### src/rtl/mem_arb_pkg.sv
// Shared types and helpers for the line-burst memory arbiter and its burst counter.
package mem_arb_pkg;

    typedef enum logic [1:0] {
        IDLE  = 2'd0,
        IC_RD = 2'd1,
        DC_RD = 2'd2,
        DC_WR = 2'd3
    } arb_state_e;

    localparam int ADDR_W_DEF     = 30;
    localparam int DATA_W_DEF     = 32;
    localparam int LINE_WORDS_DEF = 8;
    localparam int MEM_LAT_DEF    = 2;
    localparam int LINE_OFF_W     = $clog2(LINE_WORDS_DEF);

    // Clears the in-line offset bits so a miss address becomes the line base.
    function automatic logic [63:0] line_base(input logic [63:0] addr,
                                              input int          off_w = LINE_OFF_W);
        return addr & ~((64'd1 << off_w) - 64'd1);
    endfunction

endpackage

### src/rtl/mem_burst_ctr.sv
// Issue/receive counter pair for one line burst, with a MEM_LAT-deep read-valid pipe
// that lines the receive side up with the RAM read latency.
module mem_burst_ctr
    import mem_arb_pkg::*;
#(
    parameter int  LINE_WORDS = LINE_WORDS_DEF,
    parameter int  MEM_LAT    = MEM_LAT_DEF,
    localparam int OFF_W      = $clog2(LINE_WORDS)
) (
    input  logic             clk,
    input  logic             rst,
    input  logic             clear,
    input  logic             issue,
    input  logic             issue_rd,
    output logic             issue_busy,
    output logic [OFF_W-1:0] issue_idx,
    output logic             issue_last,
    output logic             rx_valid,
    output logic [OFF_W-1:0] rx_idx,
    output logic             rx_last
);

    // One extra bit so "all words issued" is distinguishable from index 0.
    logic [OFF_W:0]     issue_cnt;
    logic [OFF_W-1:0]   rx_cnt;
    logic [MEM_LAT-1:0] rd_pipe;

    assign issue_busy = ~issue_cnt[OFF_W];
    assign issue_idx  = issue_cnt[OFF_W-1:0];
    assign issue_last = issue && issue_busy && (issue_idx == OFF_W'(LINE_WORDS - 1));

    assign rx_valid = rd_pipe[MEM_LAT-1];
    assign rx_idx   = rx_cnt;
    assign rx_last  = rx_valid && (rx_cnt == OFF_W'(LINE_WORDS - 1));

    // NOTE: sequential state is only ever updated with non-blocking assignments.
    always_ff @(posedge clk or negedge rst) begin
        if (!rst) begin
            issue_cnt <= '0;
            rx_cnt    <= '0;
            rd_pipe   <= '0;
        end else begin
            rd_pipe <= (rd_pipe << 1) | MEM_LAT'(issue && issue_rd);
            if (clear) begin
                issue_cnt <= '0;
                rx_cnt    <= '0;
            end else begin
                if (issue && issue_busy) begin
                    issue_cnt <= issue_cnt + 1'b1;
                end
                if (rx_valid) begin
                    rx_cnt <= rx_cnt + 1'b1;
                end
            end
        end
    end

endmodule

### src/rtl/mem_arbiter.sv
// Serialises I-cache refills and D-cache refills/writebacks onto one backing RAM as line bursts.
// Define MEM_ARB_RR_EN for round-robin arbitration; otherwise the D-cache has fixed priority.
module mem_arbiter
    import mem_arb_pkg::*;
#(
    parameter int  ADDR_W     = ADDR_W_DEF,
    parameter int  DATA_W     = DATA_W_DEF,
    parameter int  LINE_WORDS = LINE_WORDS_DEF,
    parameter int  MEM_LAT    = MEM_LAT_DEF,
    localparam int OFF_W      = $clog2(LINE_WORDS)
) (
    input  logic              clk,
    input  logic              rst,

    input  logic              ic_req,
    input  logic [ADDR_W-1:0] ic_addr,
    output logic              ic_rvalid,
    output logic              ic_done,

    input  logic              dc_req,
    input  logic              dc_we,
    input  logic [ADDR_W-1:0] dc_addr,
    input  logic [DATA_W-1:0] dc_wdata,
    output logic              dc_wready,
    output logic              dc_rvalid,
    output logic              dc_done,

    output logic [DATA_W-1:0] rdata,
    output logic [OFF_W-1:0]  ridx,

    output logic              mem_en,
    output logic              mem_we,
    output logic [ADDR_W-1:0] mem_addr,
    output logic [DATA_W-1:0] mem_wdata,
    input  logic [DATA_W-1:0] mem_rdata
);

    arb_state_e        state, state_nxt;
    logic [ADDR_W-1:0] base;
    logic              grant_dc, grant_ic;
    logic              issue, issue_rd;
    logic              issue_busy, issue_last;
    logic [OFF_W-1:0]  issue_idx;
    logic              rx_valid, rx_last;
    logic [OFF_W-1:0]  rx_idx;

`ifdef MEM_ARB_RR_EN
    // Set when the D-cache should win the next tie; cleared once it has been served.
    logic prefer_dc;

    assign grant_dc = dc_req && (!ic_req || prefer_dc);

    always_ff @(posedge clk or negedge rst) begin
        if (!rst) begin
            prefer_dc <= 1'b1;
        end else if (state == IDLE) begin
            if (grant_dc) begin
                prefer_dc <= 1'b0;
            end else if (ic_req) begin
                prefer_dc <= 1'b1;
            end
        end
    end
`else
    assign grant_dc = dc_req;
`endif

    assign grant_ic = ic_req && !grant_dc;

    always_ff @(posedge clk or negedge rst) begin
        if (!rst) begin
            state <= IDLE;
            base  <= '0;
        end else begin
            state <= state_nxt;
            if (state == IDLE && (grant_dc || grant_ic)) begin
                base <= ADDR_W'(line_base(64'(grant_dc ? dc_addr : ic_addr), OFF_W));
            end
        end
    end

    // NOTE: every signal written here gets a default first so no latch is inferred.
    always_comb begin
        state_nxt = state;
        issue     = 1'b0;
        issue_rd  = 1'b0;
        dc_wready = 1'b0;
        unique case (state)
            IDLE: begin
                if (grant_dc) begin
                    state_nxt = dc_we ? DC_WR : DC_RD;
                end else if (grant_ic) begin
                    state_nxt = IC_RD;
                end
            end
            IC_RD, DC_RD: begin
                issue    = issue_busy;
                issue_rd = 1'b1;
                if (rx_last) begin
                    state_nxt = IDLE;
                end
            end
            DC_WR: begin
                issue     = issue_busy;
                dc_wready = issue_busy;
                if (issue_last) begin
                    state_nxt = IDLE;
                end
            end
            default: state_nxt = IDLE;
        endcase
    end

    mem_burst_ctr #(
        .LINE_WORDS (LINE_WORDS),
        .MEM_LAT    (MEM_LAT)
    ) u_ctr (
        .clk        (clk),
        .rst        (rst),
        .clear      (state == IDLE),
        .issue      (issue),
        .issue_rd   (issue_rd),
        .issue_busy (issue_busy),
        .issue_idx  (issue_idx),
        .issue_last (issue_last),
        .rx_valid   (rx_valid),
        .rx_idx     (rx_idx),
        .rx_last    (rx_last)
    );

    // Data/address outputs are gated to zero outside their qualifying cycles.
    assign mem_en    = issue;
    assign mem_we    = issue && !issue_rd;
    assign mem_addr  = issue ? (base | ADDR_W'(issue_idx)) : '0;
    assign mem_wdata = mem_we ? dc_wdata : '0;

    assign ic_rvalid = rx_valid && (state == IC_RD);
    assign dc_rvalid = rx_valid && (state == DC_RD);
    assign rdata     = rx_valid ? mem_rdata : '0;
    assign ridx      = rx_valid ? rx_idx : '0;

    assign ic_done = (state == IC_RD) && rx_last;
    assign dc_done = ((state == DC_RD) && rx_last) || ((state == DC_WR) && issue_last);

endmodule
### config.mk
export PLATFORM = sky130hd
export DESIGN_NAME = mem_arbiter
export DESIGN_NICKNAME = d
export VERILOG_FILES = /design/src/rtl/mem_arb_pkg.sv /design/src/rtl/mem_burst_ctr.sv /design/src/rtl/mem_arbiter.sv
export SDC_FILE = /design/constraint.sdc
export NUM_CORES = 1
export LEC_CHECK = 0
export BUFFER_PORTS_ARGS = -buffer_cell sky130_fd_sc_hd__buf_4
export CORE_AREA = 5 5 88 90
export DETAILED_ROUTE_END_ITERATION = 6
export DIE_AREA = 0 0 93 95
export GPL_TIMING_DRIVEN = 0
export PLACE_DENSITY_LB_ADDON = 0.2
export SLEW_MARGIN = 20
export SYNTH_ARGS = -nofsm -noshare
export SYNTH_HDL_FRONTEND = slang
export SYNTH_SLANG_ARGS = --single-unit
### constraint.sdc
create_clock -name clk -period 3.4 [get_ports clk]
set_clock_uncertainty 0.2 [all_clocks]
set_input_delay 0.34 -clock clk [delete_from_list [all_inputs] [get_ports clk]]
set_output_delay 0.34 -clock clk [all_outputs]
set_load 0.01 [all_outputs]
# Word level (Yosys, flattened, before mapping)
# Index checks and enable logic that the tools add are counted.
[totals]
register_bits = 38
output_inout_bits = 104
[classes]
addsub = 2
eq_ne = 8
n_mux = 18
bitwise_logic = 3
n_reduce_logical = 22
[ops]
columns = ["cell", "count"]
rows = [
  ["2-to-1 mux 32 bit", 2],
  ["2-to-1 mux 30 bit", 2],
  ["bitwise OR 30 x 3 -> 30 bit", 1],
  ["logical AND 1 bit", 12],
  ["2-to-1 mux 3 bit", 3],
  ["2-to-1 mux 2 bit", 4],
  ["2-to-1 mux 4 bit", 2],
  ["equality test 3 bit, second input constant", 2],
  ["one-hot mux 2 bit (3 select lines)", 1],
  ["adder 4 x 1 -> 4 bit, second input constant", 1],
  ["equality test 2 bit, second input constant", 2],
  ["2-to-1 mux 1 bit", 4],
  ["inequality test 2 bit, second input constant", 2],
  ["nonzero test 2 bit", 2],
  ["adder 3 x 1 -> 3 bit, second input constant", 1],
  ["inequality test 3 bit, second input constant", 1],
  ["AND reduction 3 bit", 1],
  ["OR reduction 3 bit", 1],
  ["equality test 2 x 1 -> 1 bit, second input constant", 1],
  ["zero test 1 bit", 2],
  ["zero test 2 bit", 1],
  ["logical OR 1 bit", 2],
  ["bitwise OR 2 x 1 -> 2 bit", 1],
  ["OR reduction 2 bit", 1],
  ["inverter 1 bit", 1],
]

# Depth between registers and ports, before layout
[logic_depth]
word_depth = 7
depth_mapped = 6
ltp_nobuf = 5

# Cells and area by module
# A second synthesis with hierarchy kept.
[hier_totals]
cells_unflattened = 285
area_unflattened_um2 = 2581.2
[modules_own_cells]
columns = ["mod", "instances", "cells_each", "area_per_inst_um2", "seq_area_each_um2"]
rows = [
  ["mem_arbiter", 1, 250, 2153.3, 725.7],
  ["mem_burst_ctr", 1, 35, 427.9, 225.2],
]

# Worst setup path after synthesis
# No wires, ideal clock.
[synth_timing]
path_kind = "register -> output"
startpoint = "register state[0]"
endpoint = "output port mem_wdata[22]"
arrival_ns = 1.536
setup_slack_ns = 1.324
path_stages_with_launch = 6
path_buffers = 1
cell_sequence = "dfrtp_1 -> inv_1 -> ha_1 -> nor3_1 -> clkbuf_1 -> and2_1"
[synth_between]
elab_chain_cells = 6
elab_cells_between_ends = 10
cone_classes = "eq/ne (3); mux (3); reduce/logical (4)"
[synth_lines]
columns = ["item", "line", "source"]
rows = [
  ["from (decl)", "mem_arbiter.sv:38", "arb_state_e state, state_nxt;"],
  ["from (signal assigned)", "mem_arbiter.sv:75", "state <= state_nxt;"],
  ["equality test 2 x 1 -> 1 bit / equality test 2 bit (equally long branches)", "mem_arbiter.sv:88", "unique case (state)"],
  ["OR reduction 2 bit", "--", ""],
  ["2-to-1 mux 1 bit", "mem_arbiter.sv:88", ""],
  ["zero test 1 bit", "mem_arbiter.sv:133", "assign mem_we = issue && !issue_rd;"],
  ["logical AND 1 bit (*)", "mem_arbiter.sv:133", ""],
  ["named net mem_we", "mem_arbiter.sv:32", "output logic mem_we,"],
  ["2-to-1 mux 32 bit (*)", "mem_arbiter.sv:135", "assign mem_wdata = mem_we ? dc_wdata : '0;"],
  ["to (decl)", "mem_arbiter.sv:34", "output logic [DATA_W-1:0] mem_wdata,"],
]
# Mark *: on every way through the listed nets, which the timed path passes. The rest lies on a longest branch.

# Final worst setup path
[layout_timing]
startpoint = "register state[0]"
endpoint = "output port mem_wdata[6]"
[layout_between]
elab_chain_cells = 6
elab_cells_between_ends = 10
cone_classes = "eq/ne (3); mux (3); reduce/logical (4)"
[layout_lines]
columns = ["item", "line"]
rows = [
  ["equality test 2 x 1 -> 1 bit / equality test 2 bit (equally long branches)", "mem_arbiter.sv:88"],
  ["OR reduction 2 bit", "--"],
  ["2-to-1 mux 1 bit", "mem_arbiter.sv:88"],
  ["zero test 1 bit", "mem_arbiter.sv:133"],
  ["logical AND 1 bit (*)", "mem_arbiter.sv:133"],
  ["2-to-1 mux 32 bit (*)", "mem_arbiter.sv:135"],
]
# Every way passes the cells marked *; elsewhere a longest branch is shown, timed or not.

==> parameters.txt <==
Parameter                              Value

Synthesis
  Cell taking the most area after synthesis    dfrtp_1
  Net count of the mapped netlist    416
  Count of flip-flops with a built-in enable after synthesis    0
  Top post-synthesis cells by area    dfrtp_1 (38%), and2_1 (25%), mux2i_1 (13%), o21ai_0 (5.6%), nand2_1 (4.4%)
  Share of async-settable or async-resettable flops after synthesis    1.00
  Yosys warning count    0
  Share of the yosys chip area belonging to registers    0.382
  Post-synthesis average cell area    8.92 µm²
  Leading cell types by count after synthesis    and2_1 (100), dfrtp_1 (38), mux2i_1 (33), nand2_1 (29), o21ai_0 (28)
  Number of distinct standard cells referenced by the synthesized netlist    21
  Cell Area, Synth    2490 µm²
  Count leader, synth    and2_1
  Most instantiated flip-flop cell in the synthesis netlist    dfrtp_1
  Cells after Synth    279
  FF+latch count, synth    38
  Fraction of post-synthesis cell area in the top cell type by area    0.382

Global routing
  Number of global-route vias before repair    2793
  GRT busiest layer    met2
  First-pass GRT wire length    about 13 mm
  Remaining global-route overflow    0
  Met1 Resource Use GR    0.209
  Antenna violations before repair    0
  Total routing resource utilization after global routing    0.184
  Met3 Track Usage GR    0.0749
  Maximum number of pins on one net before global-route repair    39
  Routing usage on met2    0.329

Worst setup path
  CP cell instances    inv_1, ha_1, nor3_1, clkbuf_1, and2_1, buf_4
  Count of cells along the worst register-to-register path    5
  Data required time at the worst endpoint    2.86 ns
  Slowest CP cell    nor3_1
  Top fanout value on the critical path    10
  Classification of the worst setup path    reg -> out
  Arrival time at the worst endpoint    roughly 2.2 ns
  Stage delay of the slowest cell on the critical path    0.43 ns
  Type of element capturing the critical path    output pin
  Element type at the critical path start    flop

Power and ir drop
  Maximum VDD drop    308 µV
  Power consumption    just over 3000 µW
  Leakage power summed over all cells    0.00239 µW
  Power Dens Cells    691 nW/µm²

STA
  Final Critical Period    2.69 ns
  Final number of max-transition violations    0
  TNS Setup    0 ns
  Min Hold Slack    0.136 ns
  Final setup violation count    0
  Transition at the pin with the smallest max-transition slack    between 0.6 and 0.7 ns
  RSZ-0062 raised after global routing    false
  Fin. Hold Viols    0
  Achievable frequency    371 MHz
  Slew Limit Headroom    0.541
  Fin crit share    0.793

Placement
  HPWL reported at the end of detailed placement    7.21 mm
  Final weighted congestion in routability-driven placement    0.772
  Count of port buffers added during placement    about 230

Routing
  Total via count in the routed design    2713
  DRC viols    0
  Detailed Route Iter0 Violations    between 50 and 60
  Number of optimization iterations in the first detailed-route pass    4
  Antenna violation net count after detailed routing    0
  Vias per cell    roughly 4.6
  Routed WL per cell    between 10 and 15 µm
  Overall routed net length    8.46 mm

Finish
  Area added between synthesis and finish    75.7%
  Share of cells above drive strength 1    0.464
  Net count reported at finish    649
  Core Util, Final    0.626
  Final-layout fill cell count    between 600 and 700
  Number of diodes    0

Die
  Die Y-Extent    between 90 and 100 µm
  Row count    31
  Ports    233
  Core area    roughly 7000 µm²
  Horiz. Die Dim    about 93 µm
  Die footprint    8840 µm²
  Initial standard-cell utilization of the core    0.356

Clock network
  Insertion delay to the later sink of the worst-skew pair    between 0.2 and 0.3 ns
  CTS H-tree depth    2
  CTS root buf    clkbuf_8
  CTS buffer count    5
  TritonCTS clock tree    yes
  Post-CTS resize count    0
  Clock edge transition at the registers on the reported setup and hold paths    0.07 ns
  CTS sink count    38
  Number of buffers on the longest clock path    2

Outcome
  Outcome    completed

Flow run
  Reported max-cap violation count    0

Min path
  Hold path depth    3
  Hold Crit Class    in -> reg
cell families (layout without fill, tap and decap cells):
| group | Yosys count | count (layout) | synth area share |
|---|---|---|---|
| AO/OA/AOI/OAI | 32 | 32 | 0.0689 |
| adder cells (fa/ha/maj) | 8 | 8 | 0.0402 |
| flip-flops | 38 | 38 | 0.382 |
| AND/OR/NAND/NOR | 142 | 142 | 0.320 |
| XOR/XNOR | 2 | 2 | 0.00704 |
| multiplexers | 33 | 33 | 0.133 |
| buffers and inverters | 24 | 256 | 0.0488 |
registers in the layout, indices dropped and copies added (netlist names):
signal	cells
state	2
u_ctr.rd_pipe	2
u_ctr.issue_cnt	4
base	27
u_ctr.rx_idx	3
layout by cell type, fill, tap and decap left out:
master           n
buf_4          225
and2_1         100
dfrtp_1         38
mux2i_1         33
nand2_1         29
o21ai_0         28
clkbuf_1        16
nor2_1           9
ha_1             8
clkbuf_8         6
buf_6            4
inv_1            3
nor3_1           1
and3_1           1
a32o_1           1
and2b_2          1
o21ai_1          1
buf_2            1
or3b_1           1
a222oi_1         1
a31oi_1          1
xnor2_1          1
xor2_1           1
dlygate4sd3_1    1
timing repair:
action                                 CTS  global route
endpoints found under the hold margin   38             0
buffers inserted                         0             0
hold buffers                             1             0
cell type report:
class / count / area, µm² / area share
clock buffers: 6 / 82.6 / 0.0189
well taps: 82 / 103 / 0.0235
plain buffers: 21 / 110 / 0.0252
inverters: 3 / 11.3 / 0.00258
repair buffers: 226 / 1700 / 0.389
flip-flops and latches: 38 / 951 / 0.217
multi-input cells: 217 / 1420 / 0.324
layer usage:
| metal | part of all wire | vias up |
|---|---|---|
| met2 | 0.51 | 124 |
| met4 | 0.0063 | 0 |
| li1 | - | 1363 |
| met1 | 0.37 | 1221 |
| met5 | 0 | - |
| met3 | 0.11 | 5 |
report_power, final:
part / internal [µW] / switching [µW] / leakage (µW)
clock: 156 / 145 / 0.0000431
sequential: 653 / 104 / 0.000477
combinational: 995 / 968 / 0.00187
total: 1800 / 1220 / 0.00239
through the flow:
stage                     worst slack (ns)  cells  instance area (µm²)
after floorplan                       1.32    279                 2490
after global placement                1.02    586                 4280
after detailed placement             0.961    586                 4280
after CTS                            0.653    593                 4370
after global routing                 0.435    593                 4370
final                                0.705    593                 4370
worst paths after layout:
kind | from | to | slack [ns]
max | state[0] | mem_wdata[6] | 0.71
min | ic_addr[22] | base[22] | 0.14
max reg2reg | state[0] | state[0] | 1.35
min reg2reg | u_ctr.rd_pipe[0] | u_ctr.rd_pipe[1] | 0.15
max in group asynchronous | rst | u_ctr.rx_idx[1] | 2.28
min in group asynchronous | rst | base[20] | 0.37
worst max-delay path, delay by kind of cell, from the launching register on:
family / cells / cell delay (ns)
buf+inv: 3 / 0.53
fa+ha+maj: 1 / 0.34
flops: 1 / 0.37
simple gates: 2 / 0.63
Note: power is estimated with default switching activity, not from simulation.
